$ cat src/rtl/agrupate_ctrl.sv
// Job sequencer wrapping one AGRUPATE instance: configures it, gates exactly N*R input beats,
// counts N*ceil(R/GROUP_SIZE) grouped output beats, then pulses done. Optional: AGRUPATE_CTRL_PERF_EN.
module agrupate_ctrl #(
    parameter int GROUP_SIZE             = 4,
    parameter int LOG_MAX_ITERS          = 16,
    parameter int LOG_MAX_READS_PER_ITER = 16
) (
    input  logic                              clk,
    input  logic                              rst,
    input  logic                              job_valid,
    output logic                              job_ready,
    input  logic [LOG_MAX_ITERS-1:0]          job_num_iters,
    input  logic [LOG_MAX_READS_PER_ITER-1:0] job_num_reads_per_iter,
    output logic                              cfg_configure,
    output logic [LOG_MAX_ITERS-1:0]          cfg_num_iters,
    output logic [LOG_MAX_READS_PER_ITER-1:0] cfg_num_reads_per_iter,
    input  logic                              src_valid,
    output logic                              src_avail,
    output logic                              agr_valid_in,
    input  logic                              agr_avail_out,
    input  logic                              agr_valid_out,
    input  logic                              sink_avail,
    output logic                              agr_avail_in,
    output logic                              busy,
    output logic                              done
`ifdef AGRUPATE_CTRL_PERF_EN
    ,
    output logic [31:0]                       busy_cycles
`endif
);

    localparam int IW       = LOG_MAX_ITERS;
    localparam int RW       = LOG_MAX_READS_PER_ITER;
    localparam int GW       = LOG_MAX_READS_PER_ITER + 1;
    localparam int GS_SHIFT = $clog2(GROUP_SIZE);

    localparam logic [2:0] S_IDLE   = 3'd0;
    localparam logic [2:0] S_CONFIG = 3'd1;
    localparam logic [2:0] S_RUN    = 3'd2;
    localparam logic [2:0] S_DRAIN  = 3'd3;
    localparam logic [2:0] S_DONE   = 3'd4;

    logic [2:0]    state_reg;
    logic [2:0]    state_next;
    logic [IW-1:0] cfg_iters_reg;
    logic [RW-1:0] cfg_reads_reg;
    logic [GW-1:0] groups_reg;
    logic [RW-1:0] rd_cnt_reg;
    logic [IW-1:0] in_iter_reg;
    logic [GW-1:0] grp_cnt_reg;
    logic [IW-1:0] out_iter_reg;
    logic          out_done_reg;

    logic in_gate;
    logic out_gate;
    logic job_accept;
    logic job_zero;
    logic in_fire;
    logic out_fire;
    logic last_read;
    logic last_in_iter;
    logic last_grp;
    logic last_out_iter;
    logic last_in;
    logic last_out;
    logic out_complete;

    assign in_gate  = (state_reg == S_RUN);
    assign out_gate = (state_reg == S_RUN) || (state_reg == S_DRAIN);

    assign job_ready     = (state_reg == S_IDLE);
    assign busy          = (state_reg != S_IDLE);
    assign done          = (state_reg == S_DONE);
    assign cfg_configure = (state_reg == S_CONFIG);
    assign cfg_num_iters          = cfg_iters_reg;
    assign cfg_num_reads_per_iter = cfg_reads_reg;

    // Handshakes depend only on registered state and the opposite-side handshake
    assign agr_valid_in = in_gate & src_valid;
    assign src_avail    = in_gate & agr_avail_out;
    assign agr_avail_in = out_gate & sink_avail;

    assign job_accept = job_ready & job_valid;
    assign job_zero   = (job_num_iters == '0) || (job_num_reads_per_iter == '0);
    assign in_fire    = in_gate & src_valid & agr_avail_out;
    assign out_fire   = out_gate & agr_valid_out & sink_avail;

    assign last_read     = (rd_cnt_reg == cfg_reads_reg - RW'(1));
    assign last_in_iter  = (in_iter_reg == cfg_iters_reg - IW'(1));
    assign last_grp      = (grp_cnt_reg == groups_reg - GW'(1));
    assign last_out_iter = (out_iter_reg == cfg_iters_reg - IW'(1));
    assign last_in       = in_fire & last_read & last_in_iter;
    assign last_out      = out_fire & ~out_done_reg & last_grp & last_out_iter;
    // An early finish of the output side (before the input side) must not be forgotten
    assign out_complete  = last_out | out_done_reg;

    always_comb begin
        state_next = state_reg;
        case (state_reg)
            S_IDLE:   if (job_valid) state_next = job_zero ? S_DONE : S_CONFIG;
            S_CONFIG: state_next = S_RUN;
            S_RUN:    if (last_in) state_next = out_complete ? S_DONE : S_DRAIN;
            S_DRAIN:  if (out_complete) state_next = S_DONE;
            S_DONE:   state_next = S_IDLE;
            default:  state_next = S_IDLE;
        endcase
    end

    always_ff @(posedge clk or negedge rst) begin
        if (!rst) begin
            state_reg <= S_IDLE;
        end else begin
            state_reg <= state_next;
        end
    end

    always_ff @(posedge clk or negedge rst) begin
        if (!rst) begin
            cfg_iters_reg <= '0;
            cfg_reads_reg <= '0;
            groups_reg    <= '0;
            rd_cnt_reg    <= '0;
            in_iter_reg   <= '0;
            grp_cnt_reg   <= '0;
            out_iter_reg  <= '0;
            out_done_reg  <= 1'b0;
        end else if (job_accept) begin
            cfg_iters_reg <= job_num_iters;
            cfg_reads_reg <= job_num_reads_per_iter;
            rd_cnt_reg    <= '0;
            in_iter_reg   <= '0;
            grp_cnt_reg   <= '0;
            out_iter_reg  <= '0;
            out_done_reg  <= 1'b0;
        end else begin
            // Outputs per iteration: ceil(R / GROUP_SIZE), one bit wider than R
            if (state_reg == S_CONFIG) begin
                groups_reg <= ({1'b0, cfg_reads_reg} + GW'(GROUP_SIZE - 1)) >> GS_SHIFT;
            end
            if (in_fire) begin
                if (last_read) begin
                    rd_cnt_reg  <= '0;
                    in_iter_reg <= in_iter_reg + IW'(1);
                end else begin
                    rd_cnt_reg <= rd_cnt_reg + RW'(1);
                end
            end
            if (out_fire && !out_done_reg) begin
                if (last_grp) begin
                    grp_cnt_reg <= '0;
                    if (last_out_iter) begin
                        out_done_reg <= 1'b1;
                    end else begin
                        out_iter_reg <= out_iter_reg + IW'(1);
                    end
                end else begin
                    grp_cnt_reg <= grp_cnt_reg + GW'(1);
                end
            end
        end
    end

`ifdef AGRUPATE_CTRL_PERF_EN
    logic [31:0] busy_cycles_reg;

    // Clears on accept, counts busy cycles, saturates, and holds across IDLE
    always_ff @(posedge clk or negedge rst) begin
        if (!rst) begin
            busy_cycles_reg <= '0;
        end else if (job_accept) begin
            busy_cycles_reg <= '0;
        end else if (busy && (busy_cycles_reg != 32'hFFFF_FFFF)) begin
            busy_cycles_reg <= busy_cycles_reg + 32'd1;
        end
    end

    assign busy_cycles = busy_cycles_reg;
`endif

endmodule
$ cat config.mk
export PLATFORM = sky130hd
export DESIGN_NAME = agrupate_ctrl
export DESIGN_NICKNAME = d
export VERILOG_FILES = /design/src/rtl/agrupate_ctrl.sv
export SDC_FILE = /design/constraint.sdc
export NUM_CORES = 1
export LEC_CHECK = 0
export ABC_AREA = 1
export CELL_PAD_IN_SITES_DETAIL_PLACEMENT = 1
export CELL_PAD_IN_SITES_GLOBAL_PLACEMENT = 2
export CORE_UTILIZATION = 36
export CTS_BUF_LIST = sky130_fd_sc_hd__clkbuf_8
export DETAILED_ROUTE_END_ITERATION = 10
export GPL_TIMING_DRIVEN = 1
export PLACE_DENSITY_LB_ADDON = 0.1
export SKIP_CTS_REPAIR_TIMING = 1
export SLEW_MARGIN = 30
export SYNTH_ARGS = -nofsm -noshare
export SYNTH_HDL_FRONTEND = slang
export SYNTH_SLANG_ARGS = --single-unit
$ cat constraint.sdc
create_clock -name clk -period 6.45 [get_ports clk]
set_input_delay 1.29 -clock clk [delete_from_list [all_inputs] [get_ports clk]]
set_output_delay 1.29 -clock clk [all_outputs]
set_load 0.01 [all_outputs]
==> flow_metrics.tcl <==
set metrics [dict create \
    rr_startpoint "state_reg[0]" \
    cts-root-buf "clkbuf_8" \
    fp-row-count 55 \
    cts_tree "built" \
    grt_util_met2 0.437 \
    startpoint "sink_avail" \
    cts_buffers 17 \
    synth.avg_cell_area_um2 6.75 \
    cp.arrival_ns 2.45 \
    p_clk_frac 0.169 \
    r2r_setup_slack_ns 3.52 \
    grt_use_total 0.246 \
    holdWs_ns 0.562 \
    fin_crit_ns 3.74 \
    synth_compound_area_frac 0.0998 \
    grtUsageMet1 0.294 \
    yosysUniqueCellTypes 46 \
    vdd.ir_drop.worst_mv 0.172 \
    hold_class "flip-flop to flip-flop" \
    finalSetupViolations 0 \
    p_leak_uw 0.00445 \
    syn-cell-area_mm2 0.00838 \
    seq_power_share 0.306 \
    synth_area_leaders "dfrtp_1 (35%), nand2_1 (16%), nand3_1 (7.6%)" \
    gp_congestion 0.855 \
    power_switching_uw 2110 \
    final_area_mm2 0.00979 \
    drt_first_pass_iters 5 \
    crit_type "input port to output port" \
    vias 8306 \
    synth_top_flop_cell "dfrtp_1" \
    dieHeight_um 155 \
    finalCritPeriodShare 0.581 \
    synth_fp_nets 1288 \
    largest_reg_flops 17 \
    clk_pin_slew_ns 0.08 \
    synthAdderAreaFrac 0.0105 \
    crit_end "agr_avail_in" \
    via_per_inst 5.16 \
    drv_slew 0 \
    dpl.hpwl_um 21400 \
    use_met3 0.0431 \
    combPwrFrac 0.525 \
    fin_util 0.431 \
    fin_nets 1358 \
    n_antenna_cell 0 \
    synthArstFlopShare 1.00 \
    dpl_cell_area_mm2 0.00938 \
    grt_busiest_layer "met2" \
    fmax_mhz 267 \
    ys_top_cells_by_count "nand2_1 (358), inv_1 (149), nor2_1 (134), nand3_1 (128), dfrtp_1 (116)" \
    start_kind "input port" \
    r2r_cells 8 \
    finalHoldViolations 0 \
    io_buffers 77 \
    setup_tns_ns 0 \
    synthCells 1242 \
    wl_per_cell_um 17.1 \
    swShare 0.494 \
    wl_um 27600 \
    slew_headroom 0.510 \
    worstHoldStart "groups_reg[12]" \
    synthMuxAreaShare 0 \
    grt-ovfl-total 0 \
    fp.dieW_um 155 \
    ant_nets 0 \
    grt_pass1_vias 8658 \
    syn_to_final_growth_pct 16.8 \
    status "completed" \
    die_area_mm2 0.0239 \
    yosysTopAreaCellShare 0.346 \
    synth.ff_latch_count 116 \
    core_area_mm2 0.0227 \
    clock-sinks 116 \
    required_ns 5.16 \
    clk_latency_ns 0.45 \
    timing.rr.end "in_iter_reg[8]" \
    crit_fanout 2 \
    p_per_area_mw_per_mm2 436 \
    intPower_uw 2160 \
    initial_core_util 0.369 \
    drt_iter0_markers 375 \
    grt_pass1_wl_um 45600 \
    grt_max_degree 68 \
    synth-simple-area-share 0.386 \
    drive_gt1_frac 0.0777 \
    antenna_found_initial 1 \
    synth_edf_count 0 \
    finClkSkew_ns 0.0166 \
    synth_top_family_by_area "simple AND/OR/NAND/NOR gates" \
    yosysMostFrequentCell "nand2_1" \
    ys_seq_area_frac 0.346 \
    endpoint_kind "output port" \
    cts_max_level 4 \
    synth_area_leader_cell "dfrtp_1" \
    maxCapViolations 0 \
    rsz0062_at_grt "no" \
    io_pins 78 \
    synth_xor_area_frac 0.0665 \
    tightest_slew_ns 0.735 \
    drc 0 \
    synth_warnings 0 \
    cts_max_path_buffers 2 \
]
==> how the worst min path moves through the flow <==
stage	slack [ns]	endpoint	cells past startpoint
floorplan	0.50	groups_reg[13]	2
global placement	0.53	groups_reg[13]	2
detailed placement	0.55	groups_reg[13]	2
CTS	0.56	groups_reg[13]	2
global route	0.60	groups_reg[12]	2
finish	0.56	groups_reg[12]	2
==> placed cells by master, fill, tap and decap left out, drive strengths merged, types with 2 or more instances in the layout <==
| cell type | n |
|---|---|
| nand2 | 367 |
| inv | 159 |
| nor2 | 154 |
| nand3 | 129 |
| dfrtp | 116 |
| o21ai | 98 |
| clkdlybuf4s50 | 76 |
| xor2 | 53 |
| nor3 | 26 |
| clkbuf | 22 |
| nand4 | 21 |
| o22ai | 17 |
| a21oi | 16 |
| nor4 | 15 |
| nand3b | 8 |
| xnor2 | 8 |
| ha | 7 |
| o31ai | 7 |
| clkinv | 6 |
| buf | 5 |
| or2 | 4 |
| o21a | 2 |
| bufinv | 2 |
| clkinvlp | 2 |
==> area by class of cell <==
cell class,instances,area [um^2]
fillers,2974,12900
multi-input cells,937,4720
flip-flops and latches,116,2900
repair buffers,81,802
inverters,159,599
well taps,285,357
clock buffers,22,303
clock inverters,10,104
==> worst max-delay path: stages <==
cell and delay [ns]:
clkdlybuf4s50_1 0.45, inv_1 0.03, nor2_1 0.13, clkdlybuf4s50_1 0.55
==> power groups by stage <==
stage	Sequential, uW	Clock [uW]	Combinational [uW]
after floorplan	1210	0	1550
after global placement	1320	0	2230
final	1310	721	2240
after detailed placement	1320	0	2270
after global routing	1350	769	2550
after CTS	1310	742	2280
==> logic make-up after synthesis <==
group           count (synthesis)
flops                         116
buf+inv                       189
compound gates                143
fa+ha+maj                       7
xor+xnor                       62
simple gates                  725
==> through the flow <==
stage	setup slack (ns)	power [uW]	cells
2_1_floorplan	3.65	2760	1242
3_3_place_gp	2.60	3550	1578
3_5_place_dp	2.55	3590	1578
4_1_cts	2.70	4340	1610
5_1_grt	2.64	4670	1610
6_report	2.71	4270	1610
==> routing by layer <==
| metal | vias to the layer above | part of all wire |
|---|---|---|
| met5 | - | 0.00047 |
| met4 | 2 | 0.035 |
| met3 | 45 | 0.029 |
| met2 | 122 | 0.49 |
| met1 | 3989 | 0.44 |
| li1 | 4148 | - |
Power figures use the tool's default switching activity.
